<file path="src/rtl/usb_tx_arbiter.sv">
// usb_tx_arbiter: shares one to-USB byte stream among NUM_REQ producers.
// Round-robin grant with message locking, burst and idle-timeout release,
// and a one-deep registered output stage.
// Optional feature macro: USB_TX_ARB_STATS_EN (per-requester byte counters on stats_o).
module usb_tx_arbiter #(
    parameter int unsigned NUM_REQ      = 2,
    parameter int unsigned MAX_BURST    = 4,
    parameter int unsigned IDLE_TIMEOUT = 8
) (
    input  logic                  clk_i,
    input  logic                  rst_n_i,
    input  logic [8*NUM_REQ-1:0]  req_data_i,
    input  logic [NUM_REQ-1:0]    req_valid_i,
    input  logic [NUM_REQ-1:0]    req_last_i,
    output logic [NUM_REQ-1:0]    req_ready_o,
    output logic [7:0]            to_usb_data_o,
    output logic                  to_usb_valid_o,
    input  logic                  to_usb_ready_i,
    output logic [NUM_REQ-1:0]    grant_o,
    output logic [16*NUM_REQ-1:0] stats_o
);

    localparam int unsigned IDX_W = (NUM_REQ > 1) ? $clog2(NUM_REQ) : 1;
    localparam int unsigned CNT_W = 8;
    localparam logic [CNT_W-1:0] BURST_MAX = CNT_W'(MAX_BURST);
    localparam logic [CNT_W-1:0] TMO_MAX   = CNT_W'(IDLE_TIMEOUT);

    typedef enum logic {
        ST_IDLE  = 1'b0,
        ST_GRANT = 1'b1
    } state_e;

    state_e             state_q, state_d;
    logic [NUM_REQ-1:0] grant_q, grant_d;
    logic [IDX_W-1:0]   gidx_q,  gidx_d;
    logic [IDX_W-1:0]   rr_q,    rr_d;
    logic [CNT_W-1:0]   burst_q, burst_d;
    logic [CNT_W-1:0]   tmo_q,   tmo_d;
    logic [7:0]         data_q,  data_d;
    logic               valid_q, valid_d;

    logic               out_free_c;
    logic               acc_c;
    logic               g_valid_c;
    logic               g_last_c;
    logic [7:0]         g_data_c;
    logic               pick_found_c;
    logic [IDX_W-1:0]   pick_idx_c;

    // Round-robin pick: first valid index strictly after rr_q, wrapping
    always_comb begin
        pick_found_c = 1'b0;
        pick_idx_c   = '0;
        for (int k = NUM_REQ - 1; k >= 0; k--) begin
            if (req_valid_i[k] && (k <= int'(rr_q))) begin
                pick_found_c = 1'b1;
                pick_idx_c   = IDX_W'(k);
            end
        end
        for (int k = NUM_REQ - 1; k >= 0; k--) begin
            if (req_valid_i[k] && (k > int'(rr_q))) begin
                pick_found_c = 1'b1;
                pick_idx_c   = IDX_W'(k);
            end
        end
    end

    // Mux the granted requester's byte, valid and last flag
    always_comb begin
        g_valid_c = 1'b0;
        g_last_c  = 1'b0;
        g_data_c  = '0;
        for (int k = 0; k < NUM_REQ; k++) begin
            if (gidx_q == IDX_W'(k)) begin
                g_valid_c = req_valid_i[k];
                g_last_c  = req_last_i[k];
                g_data_c  = req_data_i[8*k +: 8];
            end
        end
    end

    // Ready depends only on state, grant and output-stage room, never on valid
    always_comb begin
        out_free_c  = !valid_q || to_usb_ready_i;
        req_ready_o = ((state_q == ST_GRANT) && out_free_c) ? grant_q : '0;
        acc_c       = (state_q == ST_GRANT) && g_valid_c && out_free_c;
    end

    // Next-state: grant selection, release conditions, counters, output stage
    always_comb begin
        state_d = state_q;
        grant_d = grant_q;
        gidx_d  = gidx_q;
        rr_d    = rr_q;
        burst_d = burst_q;
        tmo_d   = tmo_q;
        data_d  = data_q;
        valid_d = valid_q;

        case (state_q)
            ST_IDLE: begin
                if (pick_found_c) begin
                    state_d             = ST_GRANT;
                    grant_d             = '0;
                    grant_d[pick_idx_c] = 1'b1;
                    gidx_d              = pick_idx_c;
                    burst_d             = '0;
                    tmo_d               = '0;
                end
            end
            ST_GRANT: begin
                if (acc_c) begin
                    burst_d = burst_q + CNT_W'(1);
                end
                if (g_valid_c) begin
                    tmo_d = '0;
                end else if (tmo_q != '1) begin
                    tmo_d = tmo_q + CNT_W'(1);
                end
                if ((acc_c && (g_last_c || (burst_d == BURST_MAX))) ||
                    (!g_valid_c && (tmo_d == TMO_MAX))) begin
                    state_d = ST_IDLE;
                    grant_d = '0;
                    rr_d    = gidx_q;
                end
            end
            default: begin
                state_d = ST_IDLE;
                grant_d = '0;
            end
        endcase

        if (acc_c) begin
            data_d  = g_data_c;
            valid_d = 1'b1;
        end else if (to_usb_ready_i) begin
            valid_d = 1'b0;
        end
    end

    // State and datapath registers with synchronous active-low reset
    always_ff @(posedge clk_i) begin
        if (!rst_n_i) begin
            state_q <= ST_IDLE;
            grant_q <= '0;
            gidx_q  <= '0;
            rr_q    <= IDX_W'(NUM_REQ - 1);
            burst_q <= '0;
            tmo_q   <= '0;
            data_q  <= '0;
            valid_q <= 1'b0;
        end else begin
            state_q <= state_d;
            grant_q <= grant_d;
            gidx_q  <= gidx_d;
            rr_q    <= rr_d;
            burst_q <= burst_d;
            tmo_q   <= tmo_d;
            data_q  <= data_d;
            valid_q <= valid_d;
        end
    end

    assign grant_o        = grant_q;
    assign to_usb_data_o  = data_q;
    assign to_usb_valid_o = valid_q;

`ifdef USB_TX_ARB_STATS_EN
    for (genvar k = 0; k < NUM_REQ; k++) begin : g_stats
        logic [15:0] cnt_q, cnt_d;

        // Saturating count of bytes accepted from requester k
        always_comb begin
            cnt_d = cnt_q;
            if (acc_c && (gidx_q == IDX_W'(k)) && (cnt_q != 16'hFFFF)) begin
                cnt_d = cnt_q + 16'd1;
            end
        end

        // Counter register, cleared only by reset
        always_ff @(posedge clk_i) begin
            if (!rst_n_i) begin
                cnt_q <= '0;
            end else begin
                cnt_q <= cnt_d;
            end
        end

        assign stats_o[16*k +: 16] = cnt_q;
    end
`else
    assign stats_o = '0;
`endif

endmodule
</file>
<file path="config.mk">
export PLATFORM = sky130hd
export DESIGN_NAME = usb_tx_arbiter
export DESIGN_NICKNAME = d
export VERILOG_FILES = /design/src/rtl/usb_tx_arbiter.sv
export SDC_FILE = /design/constraint.sdc
export NUM_CORES = 1
export LEC_CHECK = 0
export ABC_AREA = 1
export BUFFER_PORTS_ARGS = -buffer_cell sky130_fd_sc_hd__buf_2
export CAP_MARGIN = 20
export CORE_MARGIN = 2
export CORE_UTILIZATION = 40
export CTS_CLUSTER_SIZE = 20
export DETAILED_ROUTE_END_ITERATION = 8
export GPL_TIMING_DRIVEN = 0
export PLACE_DENSITY = 0.74
export SETUP_SLACK_MARGIN = 0.3
export SLEW_MARGIN = 20
export SYNTH_ARGS = -nofsm -noshare
export SYNTH_HDL_FRONTEND = slang
export SYNTH_SLANG_ARGS = --single-unit
</file>
<file path="constraint.sdc">
create_clock -name clk_i -period 2.92 [get_ports clk_i]
set_input_delay 0.292 -clock clk_i [delete_from_list [all_inputs] [get_ports clk_i]]
set_output_delay 0.292 -clock clk_i [all_outputs]
set_load 0.02 [all_outputs]
</file>
==> results of run 1 <==
stage by stage:
stage	worst slack, ns	total power, µW	utilization
2_1_floorplan	1.14	619	-
6_report	0.908	1000	0.519
5_1_grt	0.724	1060	0.519
4_1_cts	0.913	1020	0.519
3_3_place_gp	0.927	669	0.500
3_5_place_dp	0.924	671	0.500
cells by family after synthesis:
logic type,after synthesis
compound gates,45
xor+xnor,1
fa+ha+maj,2
buf+inv,67
flops,30
mux,1
other cells,1
simple gates,158
per-layer routing:
metal | global-route usage | vias to the layer above | share of wire
met5 | 0 | - | 0
met4 | 0.0595 | 0 | 0.017
met3 | 0.0428 | 7 | 0.060
met2 | 0.277 | 62 | 0.46
met1 | 0.201 | 851 | 0.46
li1 | - | 1072 | -
worst paths after layout:
check,cells after the start,start,end,slack [ns]
worst max register to register,13,tmo_q[0]$_SDFFE_PN0P_,grant_o[1]$_SDFFE_PN0P_,0.91
worst min register to register,2,tmo_q[7]$_SDFFE_PN0P_,tmo_q[7]$_SDFFE_PN0P_,0.48
worst max-delay path,13,tmo_q[0]$_SDFFE_PN0P_,grant_o[1]$_SDFFE_PN0P_,0.91
worst min-delay path,3,req_data_i[14],to_usb_data_o[6]$_SDFFE_PN0P_,0.27
worst max-delay path: stages (launching register included):
cell     delay [ns]
dfxtp_1        0.42
ha_1           0.23
nand3_2        0.13
nor2_4         0.14
nand2_2        0.11
or2_1          0.24
nand3_1        0.09
nand2_1        0.05
nor2_1         0.10
nand2_1        0.07
nand2_1        0.08
nand2_2        0.08
nand3_1        0.09
a21oi_2        0.06
registers in the layout, summed over array words and instances (netlist names):
signal,flops
burst_q,8
rr_q,1
to_usb_valid_o,1
to_usb_data_o,8
state_q,1
gidx_q,1
grant_o,2
tmo_q,8
final cells by class:
type | count | area [µm²]
fillers | 486 | 2300
flip-flops and latches | 30 | 601
well taps | 67 | 83.8
inverters | 25 | 96.3
repair buffers | 35 | 175
plain buffers | 42 | 294
multi-input cells | 239 | 1140
clock inverters | 1 | 5.00
clock buffers | 7 | 86.3
report_power, final:
group	switching (µW)	internal, µW	total (µW)
clock	151	190	340
combinational	142	83.3	225
sequential	12.1	427	439
total	304	700	1000
Yosys cell counts (all sizes together):
library cell,n
mux2i,1
nand4,8
xnor2,1
o211ai,2
nor2,14
a21oi,21
nand3,25
or2,5
ha,2
buf,36
nand2,102
conb,1
clkbuf,6
a21boi,1
nand3b,1
a31oi,9
inv,24
nor3,3
a21o,2
o21ai,10
clkinv,1
dfxtp,30
==> run_results.csv, run 1 <==
group,metric,value,unit
die,row_count,25,
outcome,status,"finished, final reports clean",
sta,slew_viol_final,0,
finish,area_growth,23.1,%
sta,max_slew_margin,0.427,
setup_path,crit_type,"flop to flop",
routing,dr.pass1.iters,4,
yosys,syn_area,0.00202,mm²
global_route,grt_start_max_net_pins,11,
die,fp.dieW,75.0,µm
yosys,yosysUniqueCellTypes,35,
finish,fin_area,0.00248,mm²
power_and_ir_drop,powerDensity,404,mW/mm²
yosys,syn_inst,305,
die,start_util,0.422,
sta,hold_ws,0.270,ns
global_route,grt_first_pass_wirelength,7230,µm
yosys,syn_area_per_cell,6.62,µm²
finish,antenna_cells,0,
finish,layout_common_cells,"nand2_1, buf_2, buf_4, conb_1, dfxtp_1",
clock_tree,cts_tree,"yes",
place,place.gp.congestion,0.829,
clock_tree,clock_path_buffers,2,
clock_tree,cts_hold_buffers,0,
yosys,synth_top_family_by_area,"simple AND/OR/NAND/NOR gates",
global_route,grt-ovfl-total,0,
clock_tree,cts-htree-levels,2,
sta,fin_skew,0.00312,ns
routing,post-route-drc-count,0,
clock_tree,cts_resized,0,
finish,fin_cells,446,
setup_path,required,3.07,ns
yosys,ys_warn_count,0,
sta,tns,0,ns
sta,final_hold_viol_count,0,
finish,drive_gt1_frac,0.264,
setup_path,crit_arrival,2.16,ns
sta,worstMarginPinSlew,0.853,ns
place,hpwl,3290,µm
setup_path,crit_fanout,7,
sta,period_needed,2.01,ns
yosys,synth_xor_xnor_area_share,0.00434,
yosys,synth_compound_area_frac,0.133,
clock_tree,cts_buffers,5,
power_and_ir_drop,max-vdd-ir-drop,303,µV
routing,routed_wl,4240,µm
clock_tree,ctsRootBufferMaster,"clkbuf_8",
global_route,antenna_found_initial,0,
sta,setup_violations,0,
sta,rsz0062_at_grt,"false",
yosys,synthAdderAreaFrac,0.0124,
die,die_h,75.0,µm
die,io_pins,68,
power_and_ir_drop,power.leakage,0.00120,µW
yosys,synth_mux_area_frac,0.00496,
clock_tree,clk_pin_slew_worst_paths,0.06,ns
routing,viasPerCell,4.47,
die,core_area,0.00479,mm²
yosys,synth_area_leaders,"dfxtp_1, nand2_1, buf_4",
sta,max_clock_freq,0.497,GHz
clock_tree,clkLatencyLatePin,0.28,ns
place,dp_cells,438,
clock_tree,cts_num_sinks,30,
finish,final_common_cell,"nand2_1",
place,dpl_cell_area,0.00239,mm²
clock_tree,postCtsSetupBuffers,0,
yosys,yosysTopAreaCell,"dfxtp_1",
routing,num_vias,1992,
flow_run,drv_cap,0,
place,port_buffers,35,
worst_hold_path,hp-class,"primary input to flop",
routing,wl_per_cell,9.52,µm
yosys,ys_seq_elements,30,
sta,finalCritPeriodShare,0.689,
global_route,grt_pass1_vias,1720,
yosys,yosys.area_share.simple,0.353,
routing,detail_route.iter0.violations,112,
routing,final_antenna_net_count,0,
setup_path,cp-end-kind,"flop",
die,die_area,0.00563,mm²
global_route,track_usage,0.164,
yosys,ys_seq_area_frac,0.298,
setup_path,startpoint_type,"flop",
yosys,yosysTopAreaCellShare,0.298,
finish,nets,403,
Note: power is estimated with default switching activity, not from simulation.
==> inputs of run 2 (changes only) <==
==> constraint.sdc (replaced) <==
create_clock -name clk_i -period 2 [get_ports clk_i]
set_input_delay 0.2 -clock clk_i [delete_from_list [all_inputs] [get_ports clk_i]]
set_output_delay 0.2 -clock clk_i [all_outputs]
set_load 0.02 [all_outputs]
==> run 2 against run 1 <==
  * Flip-flop and latch count is the same
  * Worst hold slack got worse by 0.094 ns
  * Die area stayed put
  * Count of clock-buffer cells in the layout rose by 1
  * Global-route usage up 1.4 points
  * Via count is 3.0% higher
  * Non-clock buffer count up 14
  * Critical path type unchanged
  * Largest power group unchanged
==> run_results.csv, run 2 (synthesis gave the netlist of run 1 again) <==
group,metric,value,unit
routing,num_vias,2051,
finish,nets,417,
sta,layout_setup_ws,0.173,ns
place,hpwl,3460,µm
routing,dr.pass1.iters,4,
global_route,antenna_found_initial,0,
sta,period_needed,1.83,ns
worst_hold_path,hp-class,"primary input to flop",
routing,post-route-drc-count,0,
finish,area_growth,35.3,%
setup_path,startpoint_type,"flop",
die,die_area,0.00563,mm²
sta,setup_violations,0,
sta,hold_ws,0.176,ns
sta,max_slew_margin,0.648,
place,place.gp.congestion,0.815,
sta,tns,0,ns
setup_path,cp-end-kind,"flop",
power_and_ir_drop,powerDensity,582,mW/mm²
die,io_pins,68,
routing,routed_wl,4740,µm
global_route,grt_first_pass_wirelength,7780,µm
clock_tree,cts_num_sinks,30,
power_and_ir_drop,max-vdd-ir-drop,367,µV
sta,max_clock_freq,0.547,GHz
sta,rsz0062_at_grt,"true",
finish,final_common_cell,"nand2_1",
clock_tree,cts-htree-levels,2,
sta,fin_skew,0.00503,ns
routing,final_antenna_net_count,0,
power_and_ir_drop,power.leakage,0.00131,µW
sta,worstMarginPinSlew,0.523,ns
finish,fin_cells,460,
setup_path,crit_type,"flop to flop",
sta,final_hold_viol_count,0,
die,row_count,25,
clock_tree,clock_path_buffers,2,
global_route,grt_start_max_net_pins,11,
die,fp.dieW,75.0,µm
die,core_area,0.00479,mm²
clock_tree,cts_tree,"yes",
setup_path,crit_fanout,6,
die,die_h,75.0,µm
setup_path,crit_arrival,1.98,ns
global_route,grt-ovfl-total,0,
outcome,status,"finished, final reports clean",
setup_path,required,2.15,ns
sta,finalCritPeriodShare,0.913,
clock_tree,clkLatencyLatePin,0.28,ns
place,dp_slack,0.0487,ns
die,start_util,0.422,
routing,viasPerCell,4.46,
finish,drive_gt1_frac,0.344,
routing,wl_per_cell,10.3,µm
finish,antenna_cells,0,
routing,detail_route.iter0.violations,107,
place,dp_cells,438,
clock_tree,clk_pin_slew_worst_paths,0.06,ns
clock_tree,cts_buffers,5,
sta,slew_viol_final,0,
flow_run,drv_cap,0,
global_route,track_usage,0.178,
finish,layout_common_cells,"nand2_1, buf_4, buf_2, conb_1, dfxtp_1",
global_route,grt_pass1_vias,1805,
place,port_buffers,35,
clock_tree,ctsRootBufferMaster,"clkbuf_8",
[run 2: cell count changes in the layout (fill, tap and decap cells not counted), sizes merged]
| cell | before | now |
|---|---|---|
| buf | 71 | 86 |
| clkinv | 2 | 1 |
[run 2: metrics by stage]
step	power (µW)	cell area, µm²	util
finish	1590	2730	0.570
global route	1670	2730	0.570
CTS	1600	2700	0.564
detailed placement	981	2410	0.504
global placement	976	2410	0.504
floorplan	904	2150	-
[run 2: worst max-delay path, stage by stage (launching register included)]
cell and delay [ns]:
dfxtp_2 0.33, buf_6 0.11, inv_4 0.04, a21oi_4 0.22
buf_12 0.15, nand4_1 0.09, nand2_1 0.09, nand2_1 0.06
nor2_2 0.13, nand3_2 0.07, nand2_1 0.07, nand2_1 0.06
nand2_1 0.07, nand2_2 0.09, nand2_1 0.07, o211ai_1 0.07
[run 2: per-layer routing]
metal / routed length [µm] / up-vias / global-route usage
met5: 0 / - / 0
met4: 55 / 0 / 0.0595
met3: 256 / 5 / 0.0442
met2: 2350 / 57 / 0.305
met1: 2080 / 890 / 0.219
li1: - / 1099 / -
[run 2: timing repair]
item                                    CTS  global route
endpoints found under the setup margin   23            17
buffers inserted                         13             1
hold endpoints to repair                  0             0
gates resized for setup                  19             7
hold buffers                              0             0
pin swaps                                 5             2
[run 2: final cells by class]
cell class	instances	area [µm²]
sequential	30	617
inverter	25	98.8
timing repair buffer	49	290
fill	468	2060
tap	67	83.8
buffer	42	295
clock buffer	8	110
multi-input combinational	239	1230
[run 2: final timing paths]
| check | from | to | slack (ns) | cells after the start |
|---|---|---|---|---|
| worst max-delay path | state_q$_SDFF_PN0_ | rr_q$_SDFFE_PN1P_ | 0.17 | 15 |
| worst min-delay path | req_data_i[2] | to_usb_data_o[2]$_SDFFE_PN0P_ | 0.18 | 3 |
| worst max register to register | state_q$_SDFF_PN0_ | rr_q$_SDFFE_PN1P_ | 0.17 | 15 |
| worst min register to register | tmo_q[7]$_SDFFE_PN0P_ | tmo_q[7]$_SDFFE_PN0P_ | 0.48 | 2 |
[run 2: power by group]
| part | internal, µW | switching [µW] | total (µW) |
|---|---|---|---|
| Combinational | 152 | 227 | 379 |
| Sequential | 622 | 18.4 | 640 |
| Clock | 347 | 224 | 571 |
==> inputs of run 3 (changes only) <==
==> constraint.sdc (replaced) <==
create_clock -name clk_i -period 2 [get_ports clk_i]
set_input_delay 0.4 -clock clk_i [delete_from_list [all_inputs] [get_ports clk_i]]
set_output_delay 0.4 -clock clk_i [all_outputs]
set_load 0.02 [all_outputs]
==> run 3 against run 2 <==
  * Combinational power increased by 1%
  * Core utilization increased by 0.16 points
  * Flip-flop and latch count unchanged
  * Power increased by 0.15%
  * Largest power group unchanged
  * Count of clock-buffer cells in the layout unchanged
  * Die area unchanged
  * Clock power about the same
  * Critical path type unchanged
  * Design area increased by 0.28%
  * Non-clock buffer count increased by 1
  * Critical path depth unchanged
==> run_results.csv, run 3 (synthesis gave the netlist of run 1 again) <==
group,metric,value,unit
clock_tree,cts_tree,"yes",
routing,dr.pass1.iters,4,
sta,final_hold_viol_count,0,
die,die_area,0.00563,mm²
power_and_ir_drop,internal_power,1130,µW
die,fp.dieW,75.0,µm
sta,rsz0062_at_grt,"true",
die,core_area,0.00479,mm²
die,row_count,25,
place,place.gp.congestion,0.815,
routing,dr_wl_met3,274,µm
routing,post-route-drc-count,0,
clock_tree,cts-htree-levels,2,
routing,met1_length,2020,µm
power_and_ir_drop,p_sw,467,µW
routing,routed_wl,4750,µm
setup_path,required,2.15,ns
die,io_pins,68,
place,dp_cells,438,
finish,area_growth,35.6,%
global_route,grt_pass1_vias,1813,
setup_path,crit_type,"flop to flop",
finish,nets,418,
die,die_h,75.0,µm
sta,period_needed,1.81,ns
clock_tree,cts_num_sinks,30,
power_and_ir_drop,p_sw_frac,0.293,
sta,slew_viol_final,0,
setup_path,startpoint_type,"flop",
global_route,antenna_found_initial,0,
clock_tree,ctsRootBufferMaster,"clkbuf_8",
sta,fin_skew,0.00548,ns
power_and_ir_drop,combPwrFrac,0.241,
outcome,status,"finished, final reports clean",
worst_hold_path,hp-class,"primary input to flop",
global_route,track_usage,0.177,
place,hpwl,3460,µm
finish,drive_gt1_frac,0.345,
routing,num_vias,2070,
routing,detail_route.iter0.violations,111,
place,port_buffers,35,
clock_tree,clk_pin_slew_worst_paths,0.06,ns
clock_tree,clock_path_buffers,2,
global_route,grt_first_pass_wirelength,7750,µm
power_and_ir_drop,powerDensity,582,mW/mm²
power_and_ir_drop,max-vdd-ir-drop,365,µV
power_and_ir_drop,p_seq_frac,0.402,
sta,max_slew_margin,0.646,
sta,max_clock_freq,0.553,GHz
sta,finalCritPeriodShare,0.904,
routing,maxUsedRoutingLayer,"met4",
clock_tree,cts_hold_buffers,0,
clock_tree,cts_buffers,5,
routing,viasPerCell,4.49,
die,start_util,0.422,
finish,antenna_cells,0,
sta,setup_violations,0,
power_and_ir_drop,clockPowerShare,0.357,
global_route,grt_start_max_net_pins,11,
setup_path,crit_arrival,1.96,ns
routing,wl_met2,2400,µm
setup_path,cp-end-kind,"flop",
routing,final_antenna_net_count,0,
power_and_ir_drop,power.leakage,0.00133,µW
power_and_ir_drop,p_total,1590,µW
clock_tree,clkLatencyLatePin,0.28,ns
routing,wl_per_cell,10.3,µm
setup_path,crit_fanout,6,
finish,fin_cells,461,
flow_run,drv_cap,0,
global_route,grt-ovfl-total,0,
sta,worstMarginPinSlew,0.525,ns
finish,layout_common_cells,"nand2_1, buf_4, buf_2, conb_1, dfxtp_1",
finish,final_common_cell,"nand2_1",
==> run 3: power groups by stage <==
stage | registers [µW] | clock network [µW] | logic [µW]
3_5_place_dp | 653 | 0 | 328
4_1_cts | 639 | 588 | 374
5_1_grt | 643 | 618 | 419
6_report | 640 | 568 | 384
3_3_place_gp | 653 | 0 | 324
2_1_floorplan | 672 | 0 | 231
==> run 3: area by class of cell <==
| type | count | area (µm²) |
|---|---|---|
| plain buffers | 42 | 300 |
| clock buffers | 8 | 110 |
| multi-input cells | 239 | 1230 |
| repair buffers | 50 | 300 |
| flip-flops and latches | 30 | 617 |
| inverters | 25 | 98.8 |
| well taps | 67 | 83.8 |
| fillers | 467 | 2050 |
==> run 3: worst max-delay path, stage by stage, from the launching register on <==
cell	delay (ns)
dfxtp_2	0.32
buf_6	0.11
inv_4	0.04
a21oi_4	0.22
buf_12	0.15
nand4_1	0.09
nand2_1	0.09
nand2_1	0.06
nor2_2	0.13
nand3_2	0.06
nand2_1	0.06
nand2_1	0.06
nand2_1	0.07
nand2_2	0.09
nand2_1	0.07
o211ai_1	0.07
==> run 3: path summary, 6_finish.rpt <==
| path | from | end | slack (ns) | cells past startpoint |
|---|---|---|---|---|
| min reg2reg | tmo_q[7]$_SDFFE_PN0P_ | tmo_q[7]$_SDFFE_PN0P_ | 0.48 | 2 |
| max | state_q$_SDFF_PN0_ | rr_q$_SDFFE_PN1P_ | 0.19 | 15 |
| min | req_data_i[5] | to_usb_data_o[5]$_SDFFE_PN0P_ | 0.38 | 3 |
| max reg2reg | state_q$_SDFF_PN0_ | rr_q$_SDFFE_PN1P_ | 0.19 | 15 |
==> run 3: metal layers <==
layer | track usage | vias up
met5 | 0 | -
met3 | 0.0442 | 6
met2 | 0.305 | 67
met1 | 0.216 | 896
li1 | - | 1101
met4 | 0.0595 | 0
==> run 3: stage by stage <==
step	setup TNS, ns	utilization	hold WS, ns	area (µm²)	worst slack [ns]
global route	0	0.572	0.375	2740	0.0836
finish	0	0.572	0.377	2740	0.192
detailed placement	-0.0772	0.504	0.467	2410	-0.0356
floorplan	0	-	0.441	2150	0.300
CTS	0	0.566	0.368	2710	0.221
global placement	0	0.504	0.456	2410	0.00120
==> run 3: repair_timing <==
item,4_1_cts,5_1_grt
setup buffers,15,0
pin swaps,9,2
resized for setup,19,9
setup endpoints to repair,23,17
